==> src/rtl/bk_operand_feeder.sv <==
// Operand FIFO and result register wrapped around an external Brent-Kung adder.
// The FIFO head is presented bit-interleaved on add_inputs; the returned sum is captured on pop.
module bk_operand_feeder #(
   parameter int WIDTH = 12,
   parameter int DEPTH = 4
) (
   input  logic                     clk,
   input  logic                     rst_n,
   input  logic                     flush,
   input  logic                     in_valid,
   output logic                     in_ready,
   input  logic [WIDTH-1:0]         in_a,
   input  logic [WIDTH-1:0]         in_b,
   output logic [2*WIDTH-1:0]       add_inputs,
   input  logic [WIDTH:0]           add_outs,
   output logic                     out_valid,
   input  logic                     out_ready,
   output logic [WIDTH:0]           out_sum,
   output logic [$clog2(DEPTH):0]   level,
   output logic                     busy
);

   localparam int PW = $clog2(DEPTH);
   localparam int LW = PW + 1;

   logic [WIDTH-1:0] mem_a [DEPTH];
   logic [WIDTH-1:0] mem_b [DEPTH];
   logic [PW-1:0]    wr_ptr;
   logic [PW-1:0]    rd_ptr;
   logic             empty;
   logic             push;
   logic             pop;
   logic [WIDTH-1:0] head_a;
   logic [WIDTH-1:0] head_b;

   // in_ready depends only on level, so out_ready never reaches it combinationally
   assign empty    = (level == '0);
   assign in_ready = (level < LW'(DEPTH));
   assign push     = in_valid && in_ready;
   assign pop      = !empty && (!out_valid || out_ready);
   assign busy     = !empty || out_valid;

   assign head_a = empty ? '0 : mem_a[rd_ptr];
   assign head_b = empty ? '0 : mem_b[rd_ptr];

   for (genvar i = 0; i < WIDTH; i++) begin : g_ilv
      assign add_inputs[2*i]   = head_a[i];
      assign add_inputs[2*i+1] = head_b[i];
   end

   // Storage is left unreset; it is only read through the empty-gated head.
   always_ff @(posedge clk) begin
      if (push && !flush) begin
         mem_a[wr_ptr] <= in_a;
         mem_b[wr_ptr] <= in_b;
      end
   end

   always_ff @(posedge clk or negedge rst_n) begin
      if (!rst_n) begin
         wr_ptr    <= '0;
         rd_ptr    <= '0;
         level     <= '0;
         out_valid <= 1'b0;
         out_sum   <= '0;
      end else if (flush) begin
         wr_ptr    <= '0;
         rd_ptr    <= '0;
         level     <= '0;
         out_valid <= 1'b0;
      end else begin
         if (push) wr_ptr <= wr_ptr + PW'(1);
         if (pop)  rd_ptr <= rd_ptr + PW'(1);
         case ({push, pop})
            2'b10:   level <= level + LW'(1);
            2'b01:   level <= level - LW'(1);
            default: level <= level;
         endcase
         if (pop) begin
            out_sum   <= add_outs;
            out_valid <= 1'b1;
         end else if (out_ready) begin
            out_valid <= 1'b0;
         end
      end
   end

endmodule

==> config.mk <==
export PLATFORM = sky130hd
export DESIGN_NAME = bk_operand_feeder
export DESIGN_NICKNAME = d
export VERILOG_FILES = /design/src/rtl/bk_operand_feeder.sv
export SDC_FILE = /design/constraint.sdc
export NUM_CORES = 1
export LEC_CHECK = 0
export ABC_AREA = 1
export ABC_CLOCK_PERIOD_IN_PS = 2800
export BUFFER_PORTS_ARGS = -buffer_cell sky130_fd_sc_hd__buf_2
export CAP_MARGIN = 0
export CORE_MARGIN = 4
export CORE_UTILIZATION = 32
export DETAILED_ROUTE_END_ITERATION = 16
export PLACE_DENSITY_LB_ADDON = 0.3
export SLEW_MARGIN = 20
export SYNTH_ARGS = -nofsm -noshare
export SYNTH_HDL_FRONTEND = slang
export SYNTH_SLANG_ARGS = --single-unit
==> constraint.sdc <==
create_clock -name clk -period 2.8 [get_ports clk]
set_clock_uncertainty 0.05 [all_clocks]
set_input_delay 0.42 -clock clk [delete_from_list [all_inputs] [get_ports clk]]
set_output_delay 0.42 -clock clk [all_outputs]
set_load 0.05 [all_outputs]
; Yosys cells after proc, flatten, opt, wreduce, memory -nomap -nowiden
; Memories as Yosys holds them, arrays and structs flattened.
; Cells that the tools add are included.
; Widths: inputs -> output; s select.
[classes]
n_mux = 13
reduce_logical = 14
bitwise_logic = 1
n_eq_ne = 2
n_addsub = 4
magnitude_cmp = 1
[op_table]
columns = operator, n
row1 = $mux 12, 2
row2 = $mux 2, 4
row3 = $pmux 3 s2, 1
row4 = $reduce_bool 3->1, 2
row5 = $mux 1, 5
row6 = $add 2x1->2 const B, 2
row7 = $reduce_bool 2->1, 2
row8 = $add 3x1->3 const B, 1
row9 = $logic_and 1x1->1, 3
row10 = $logic_not 1->1, 3
row11 = $logic_not 3->1, 1
row12 = $lt 3x3->1 const B, 1
row13 = $mux 3, 1
row14 = $sub 3x1->3 const B, 1
row15 = $eq 2x1->1 const B, 1
row16 = $eq 2x2->1 const B, 1
row17 = $logic_or 1x1->1, 2
row18 = $reduce_and 2->1, 1
row19 = $not 1->1, 1
[totals]
in_bits = 42
wordCells = 42
mem_bits_rw = 96
reg_bits = 21
mem_count = 2
[memory_table]
columns = name, depth, width, rd, rd_clocked_by_memory_dff, wr, line
row1 = mem_a, 4, 12, 1, 0, 1, 26  ; logic [WIDTH-1:0] mem_a [DEPTH];
row2 = mem_b, 4, 12, 1, 0, 1, 27  ; logic [WIDTH-1:0] mem_b [DEPTH];

; Longest topological paths before layout
; Gate-level depths: netlist of run 1.
[depth]
depth_word = 6
ltp_mapped = 8

; Worst setup path after synthesis of run 1
; Ideal clock, no wire load.
[synth_path]
path_type = reg-to-reg
start = register level[2]
end = memory mem_a[0][0], enable pin
n_path_buf = 0
setup_time_ns = 0.405
synth_period_minus_slack_ns = 2.753
t_required_ns = 2.345
path_stages_with_launch = 6
arrival_ns = 2.298
slack_ns = 0.047
path_cell_list = dfrtp_1 > inv_2 > nand2_1 > inv_1 > nand2_1 > nor2_1
[synth_between]
elab_chain_cells = 5
[synth_rtl]
columns = element, line
row1 = start: declaration, 19  ; output logic [$clog2(DEPTH):0] level,
row2 = start signal: assignment, 75  ; 2'b10: level <= level + LW'(1);
row3 = start signal: assignment, 76  ; 2'b01: level <= level - LW'(1);
row4 = start signal: assignment, 77  ; default: level <= level;
row5 = $lt 3x3->1, 38  ; assign in_ready = (level < LW'(DEPTH));
row6 = named net in_ready, 11  ; output logic in_ready,
row7 = $logic_and 1x1->1, 39  ; assign push = in_valid && in_ready;
row8 = $logic_and 1x1->1, 53  ; if (push && !flush) begin
row9 = $mux 1, 53
row10 = $mux 1 (not written as such), 54  ; mem_a[wr_ptr] <= in_a;
row11 = end: declaration, 26
; The timed path passes the listed nets, and every way through them passes these cells.

; Worst setup path in the final report of run 1
[layout_path]
start = register rd_ptr[0]
end = output add_inputs[5]
[layout_between]
elab_chain_cells = 2
[layout_rtl]
columns = element, line
row1 = start: declaration, 29  ; logic [PW-1:0] rd_ptr;
row2 = start signal: assignment, 73  ; if (pop) rd_ptr <= rd_ptr + PW'(1);
row3 = $mem_v2 4x12, n/a
row4 = $mux 12, 44  ; assign head_b = empty ? '0 : mem_b[rd_ptr];
row5 = end: declaration, 14  ; output logic [2*WIDTH-1:0] add_inputs,
; No other way between the ends.

==> results.sh, run 1 <==
export IMPL_post_drt_via_cell_ratio=4.61
export IMPL_die_width_microns=130
export IMPL_cts_resized=0
export IMPL_globalplace_congestion=0.766
export IMPL_worst_pin_slew_ns=0.546
export IMPL_irDropWorstVdd_mv=0.632
export IMPL_synth_edf_count=96
export IMPL_slew_headroom_pct=63.6
export IMPL_rsz0062_at_grt="no"
export IMPL_stdcell_area_sq_mm=0.00596
export IMPL_worst_path_max_delay_cell="buf_4"
export IMPL_register_area_sq_mm=0.00341
export IMPL_diodes=0
export IMPL_cts_sinks=117
export IMPL_vias=3224
export IMPL_grt_usage_pct=13.5
export IMPL_dieArea_sq_mm=0.0170
export IMPL_synth_top_area_share_pct=60.3
export IMPL_cts_setup_buffers=0
export IMPL_grt_overflow_total=0
export IMPL_clk_path_buf_depth=2
export IMPL_clk_latency_ns=0.41
export IMPL_synthArstFlopShare_pct=17.9
export IMPL_setup_viol=0
export IMPL_syn_to_final_growth_pct=24.8
export IMPL_core_area_sq_mm=0.0146
export IMPL_dpl_cell_area_sq_mm=0.00541
export IMPL_synth_top_flop_cell="edfxtp_1"
export IMPL_holdCritPathClass="primary input to flip-flop"
export IMPL_critPathCaptureType="output pin"
export IMPL_report_power_total_w=0.00757
export IMPL_dp_hpwl_mm=6.95
export IMPL_cts_root_buf="clkbuf_16"
export IMPL_portBuffers=84
export IMPL_drt_wl_total_mm=10.8
export IMPL_critPathArrivalTime_ns=2.05
export IMPL_ys_top_cells_by_area="edfxtp_1 60%, dfrtp_1 11%, nor2_1 7.9%"
export IMPL_nFillCells=1365
export IMPL_cp_required_ns=2.33
export IMPL_top_layer_used="met4"
export IMPL_fp_row_count=44
export IMPL_crit_type="flip-flop to output pin"
export IMPL_pwr_density_cell_mw_per_mm2=1270
export IMPL_cts_buffers=17
export IMPL_p_leak_nw=2.45
export IMPL_critPathLaunchType="flip-flop"
export IMPL_setup_tns_ns=0
export IMPL_synth_cells=409
export IMPL_wl_per_cell_microns=15.4
export IMPL_cap_violations=0
export IMPL_grt_max_degree=50
export IMPL_grt_pass1_vias=3237
export IMPL_critPathLaunch="rd_ptr[0]$_DFFE_PN0P_"
export IMPL_cts_tree="done"
export IMPL_start_util_pct=32.8
export IMPL_ys_ff_latch=117
export IMPL_ys_seq_area_share_pct=71.3
export IMPL_drt_first_iter_violations=251
export IMPL_path_cells="buf_4, nor2_1, nor2_1, o21ai_0, a21oi_1, buf_2"
export IMPL_r2r_slack_ns=0.87
export IMPL_drv_slew=0
export IMPL_synth_fp_nets=456
export IMPL_fmax_ghz=0.397
export IMPL_grt_first_pass_wirelength_mm=17.1
export IMPL_wl_met3_microns=936
export IMPL_wl_met2_mm=5.31
export IMPL_hold_viol=0
export IMPL_ant_nets=0
export IMPL_wl_met1_mm=4.39
export IMPL_die_y_microns=130
export IMPL_outcome="finished clean"
export IMPL_final_nets=550
export IMPL_fin_crit_ns=2.52
export IMPL_yosysWarningCount=0
export IMPL_syn_area_per_cell_sq_um=11.7
export IMPL_route_detailed_drc=0
export IMPL_multi_input_area_sq_mm=0.00117
export IMPL_ys_types=25
export IMPL_yosys_area_top_type="edfxtp_1"
export IMPL_rr_endpoint="mem_b[3][6]$_DFFE_PP_"
export IMPL_antenna_found_initial=0
export IMPL_rr_startpoint="level[2]$_DFFE_PN0P_"
export IMPL_cp_max_fo=49
export IMPL_cts_hold_buf=1
export IMPL_clk_pin_slew_ns=0.05
export IMPL_fin_crit_sh_pct=89.9
export IMPL_cts_max_level=4
export IMPL_max_stage_delay_ns=0.46
export IMPL_ioPinCount=85
export IMPL_drive_gt1_share_pct=26.9
export IMPL_syn_area_sq_mm=0.00478
export IMPL_crit_end="add_inputs[5]"
export IMPL_cp_common_cell="nor2_1"
export IMPL_first_pass_iters=4
export IMPL_r2r_cells=6
[cell usage after synthesis, types with 2 or more instances]
| master | instances |
|---|---|
| a21oi_1 | 26 |
| buf_2 | 9 |
| buf_4 | 4 |
| buf_6 | 4 |
| clkbuf_2 | 3 |
| dfrtp_1 | 21 |
| edfxtp_1 | 96 |
| ha_1 | 4 |
| inv_1 | 16 |
| inv_2 | 4 |
| nand2_1 | 51 |
| nand2_4 | 2 |
| nand3_1 | 6 |
| nor2_1 | 101 |
| o21ai_0 | 44 |
| o21ai_1 | 9 |
[kinds of logic (layout without fill, tap and decap cells)]
group,Yosys count,after routing,synth area share (%)
flops,117,117,71.3
buf+inv,40,147,4.40
simple gates,167,167,14.3
compound gates,80,80,8.46
fa+ha+maj,5,5,1.47
[worst min-delay path by stage]
stage	to	startpoint	cells past startpoint
after floorplan	level[0]$_DFFE_PN0P_	rst_n	0
after global placement	out_sum[12]$_DFFE_PN0P_	rst_n	1
after detailed placement	out_sum[12]$_DFFE_PN0P_	rst_n	1
after CTS	out_sum[1]$_DFFE_PN0P_	add_outs[1]	3
after global routing	out_sum[2]$_DFFE_PN0P_	add_outs[2]	3
final	out_sum[1]$_DFFE_PN0P_	add_outs[1]	3
[state kept, by name, summed over array words and instances, names as in the netlist]
register	flops
mem_b	48
level	3
out_valid	1
out_sum	13
rd_ptr	2
mem_a	48
wr_ptr	2
[cell usage in the layout, fill, tap and decap left out, types with 2 or more instances in the layout]
master and n:
nand3_1 6, a21oi_1 26, buf_4 8, dfrtp_1 20
clkinv_2 10, buf_2 84, clkinv_1 2, nor2_1 97
bufinv_16 2, buf_12 2, nand2_4 2, edfxtp_1 96
o21ai_1 9, ha_1 4, inv_2 4, inv_1 16
nor2_2 4, o21ai_0 44, nand2_1 51, clkbuf_16 17
[through the flow]
step | utilization [%] | setup slack [ns] | hold WS [ns] | std cells
after detailed placement | 37.0 | 0.691 | 0.367 | 667
after floorplan | - | 0.0474 | 0.0744 | 409
after global routing | 40.9 | 0.0875 | 0.144 | 700
after global placement | 37.0 | 0.670 | 0.359 | 667
final | 40.9 | 0.283 | 0.160 | 700
after CTS | 40.9 | 0.231 | 0.139 | 700
[layout make-up]
type	instances	share of cell area, %
Clock buffer	18	7.20
Clock inverter	14	1.97
Inverter	20	1.26
Multi-Input combinational cell	252	19.6
Sequential cell	117	57.2
Tap cell	184	3.86
Timing Repair Buffer	95	8.90
[worst max-delay path: cells and delay by family, from the launching register on]
kind                   cells  cell delay (ns)
AOI/OAI and AO/OA          2             0.27
buffers and inverters      2             0.74
DFF                        1             0.36
and+or+nand+nor            2             0.24
[power by group]
group          total, W  switching (W)  leakage (nW)  internal, W
combinational   0.00332        0.00259          1.03     0.000731
sequential      0.00226       0.000124          1.14      0.00213
clock           0.00200       0.000716         0.281      0.00128
total           0.00757        0.00343          2.45      0.00414
[per-layer routing]
layer / vias up / track usage (%)
met5: - / 0
met4: 0 / 4.03
met3: 13 / 6.30
met2: 109 / 22.5
met1: 1520 / 15.5
li1: 1582 / -
No activity file was read; power rests on OpenSTA's default activity.
==> inputs of run 2 (changes only) <==
--- a/config.mk
+++ b/config.mk
@@ -9,6 +9,8 @@
 export ABC_CLOCK_PERIOD_IN_PS = 2800
 export BUFFER_PORTS_ARGS = -buffer_cell sky130_fd_sc_hd__buf_2
 export CAP_MARGIN = 0
+export CELL_PAD_IN_SITES_DETAIL_PLACEMENT = 0
+export CELL_PAD_IN_SITES_GLOBAL_PLACEMENT = 1
 export CORE_MARGIN = 4
 export CORE_UTILIZATION = 32
 export DETAILED_ROUTE_END_ITERATION = 16
==> run 2 against run 1 <==
  * Cell area grew 2.5%
  * Sequential share of layout area fell by 1.4 points
  * Fmax is 2.4% lower
  * Sequential cell count unchanged
  * Highest routed layer is now met5
  * Wire length grew 1.1%
  * Largest power group unchanged
  * First-iteration DRC count decreased by 30%
  * Final cell count stayed put
==> results.sh, run 2 (synthesized netlist as in run 1, its figures left out) <==
export IMPL_critPathArrivalTime_ns=2.11
export IMPL_slew_headroom_pct=63.6
export IMPL_outcome="finished clean"
export IMPL_cts_max_level=4
export IMPL_post_drt_via_cell_ratio=4.64
export IMPL_first_pass_iters=4
export IMPL_die_width_microns=130
export IMPL_path_cells="nor2_4, nand2_4, clkinvlp_4, buf_4, a21oi_1, buf_2"
export IMPL_stdcell_area_sq_mm=0.00611
export IMPL_ioPinCount=85
export IMPL_clk_latency_ns=0.41
export IMPL_setup_viol=0
export IMPL_grt_max_degree=50
export IMPL_syn_to_final_growth_pct=27.9
export IMPL_cp_required_ns=2.33
export IMPL_fin_crit_sh_pct=92.2
export IMPL_internal_power_w=0.00454
export IMPL_cts_sinks=117
export IMPL_dpl_cell_area_sq_mm=0.00544
export IMPL_irDropWorstVdd_mv=0.576
export IMPL_portBuffers=84
export IMPL_cap_violations=0
export IMPL_route_detailed_drc=0
export IMPL_met3_usage_pct=5.57
export IMPL_critPathLaunchType="flip-flop"
export IMPL_fin_crit_ns=2.58
export IMPL_rsz0062_at_grt="no"
export IMPL_grt_pass1_vias=3355
export IMPL_cp_max_fo=16
export IMPL_cts_buffers=17
export IMPL_report_power_total_w=0.00803
export IMPL_dieArea_sq_mm=0.0170
export IMPL_final_common_cell="nor2_1"
export IMPL_setup_tns_ns=0
export IMPL_antenna_found_initial=1
export IMPL_vias=3248
export IMPL_drt_wl_total_mm=10.9
export IMPL_cts_tree="done"
export IMPL_drive_gt1_share_pct=27.5
export IMPL_worst_pin_slew_ns=0.546
export IMPL_crit_type="flip-flop to output pin"
export IMPL_start_util_pct=32.8
export IMPL_drv_slew=0
export IMPL_switching_share_pct=43.5
export IMPL_grt_use_met2_pct=22.6
export IMPL_clk_pin_slew_ns=0.06
export IMPL_dp_hpwl_mm=6.91
export IMPL_nFillCells=1344
export IMPL_ant_nets=0
export IMPL_hold_viol=0
export IMPL_final_nets=550
export IMPL_grt_usage_pct=13.8
export IMPL_wl_per_cell_microns=15.6
export IMPL_fmax_ghz=0.388
export IMPL_comb_power_share_pct=41.9
export IMPL_cts_root_buf="clkbuf_16"
export IMPL_mostFrequentLayoutCells="97 x nor2_1, 96 x edfxtp_1, 84 x buf_2, 51 x nand2_1, 44 x o21ai_0"
export IMPL_globalplace_congestion=0.739
export IMPL_worst_path_max_delay_cell="dfrtp_1"
export IMPL_diodes=0
export IMPL_max_stage_delay_ns=0.46
export IMPL_reg_top3="mem_a x48, mem_b x48, out_sum x13"
export IMPL_die_y_microns=130
export IMPL_switching_power_w=0.00349
export IMPL_p_leak_nw=2.49
export IMPL_seq_power_share_pct=28.1
export IMPL_holdCritPathClass="primary input to flip-flop"
export IMPL_clk_path_buf_depth=2
export IMPL_pwr_density_cell_mw_per_mm2=1310
export IMPL_critPathCaptureType="output pin"
export IMPL_grt_overflow_total=0
export IMPL_grt_first_pass_wirelength_mm=17.5
export IMPL_fp_row_count=44
export IMPL_core_area_sq_mm=0.0146
export IMPL_top_usage_layer="met2"
export IMPL_clkPwrFrac_pct=30.1
export IMPL_drt_first_iter_violations=176
export IMPL_r2r_slack_ns=0.78
export IMPL_grt_use_met1_pct=16.3
## run 2: repair_timing
action,4_1_cts,5_1_grt
setup endpoints to repair,0,6
endpoints found under the hold margin,21,0
hold buffers,1,0
resized for setup,0,1
setup buffers,0,0
## run 2: worst paths after layout
path / start / to / depth (start not counted)
worst max-delay path: level[1]$_DFFE_PN0P_ / add_inputs[18] / 6
worst min-delay path: add_outs[4] / out_sum[4]$_DFFE_PN0P_ / 3
worst max register to register: level[2]$_DFFE_PN0P_ / mem_a[1][1]$_DFFE_PP_ / 6
worst min register to register: out_sum[11]$_DFFE_PN0P_ / out_sum[11]$_DFFE_PN0P_ / 2
max in group asynchronous: rst_n / rd_ptr[0]$_DFFE_PN0P_ / 2
min in group asynchronous: rst_n / out_sum[12]$_DFFE_PN0P_ / 2
## run 2: routing by layer
metal  vias to the layer above  routed length [microns]
met2                       105                     5340
met4                         2                      164
met3                        13                      853
met5                         -                       12
li1                       1582                        -
met1                      1546                     4540
## run 2: critical path: cells and delay by family (launching register included)
family | cells | cell delay, ns
buffers and inverters | 3 | 0.90
AO/OA/AOI/OAI | 1 | 0.16
flip-flops | 1 | 0.46
AND/OR/NAND/NOR | 2 | 0.18
## run 2: cell type report
class,count,area [sq um],share of cell area (%)
Clock buffer,18,429,7.02
Clock inverter,14,231,3.79
Inverter,20,78.8,1.29
Multi-Input combinational cell,252,1190,19.5
Sequential cell,117,3410,55.8
Tap cell,184,230,3.77
Timing Repair Buffer,95,543,8.88
## run 2: power by group through the flow
stage / clock network, W / registers (W) / logic [W]
after floorplan: 0 / 0.00266 / 0.00222
after global placement: 0 / 0.00229 / 0.00336
after detailed placement: 0 / 0.00228 / 0.00340
after CTS: 0.00246 / 0.00226 / 0.00341
after global routing: 0.00255 / 0.00228 / 0.00365
final: 0.00241 / 0.00226 / 0.00336
## run 2: per-stage QoR
step | setup slack, ns | instances | hold WS, ns | utilization [%]
6_report | 0.220 | 700 | 0.160 | 41.9
5_1_grt | 0.0382 | 700 | 0.141 | 41.9
4_1_cts | 0.0902 | 700 | 0.136 | 41.9
3_5_place_dp | 0.556 | 667 | 0.367 | 37.3
3_3_place_gp | 0.629 | 667 | 0.366 | 37.3
2_1_floorplan | 0.0474 | 409 | 0.0744 | -
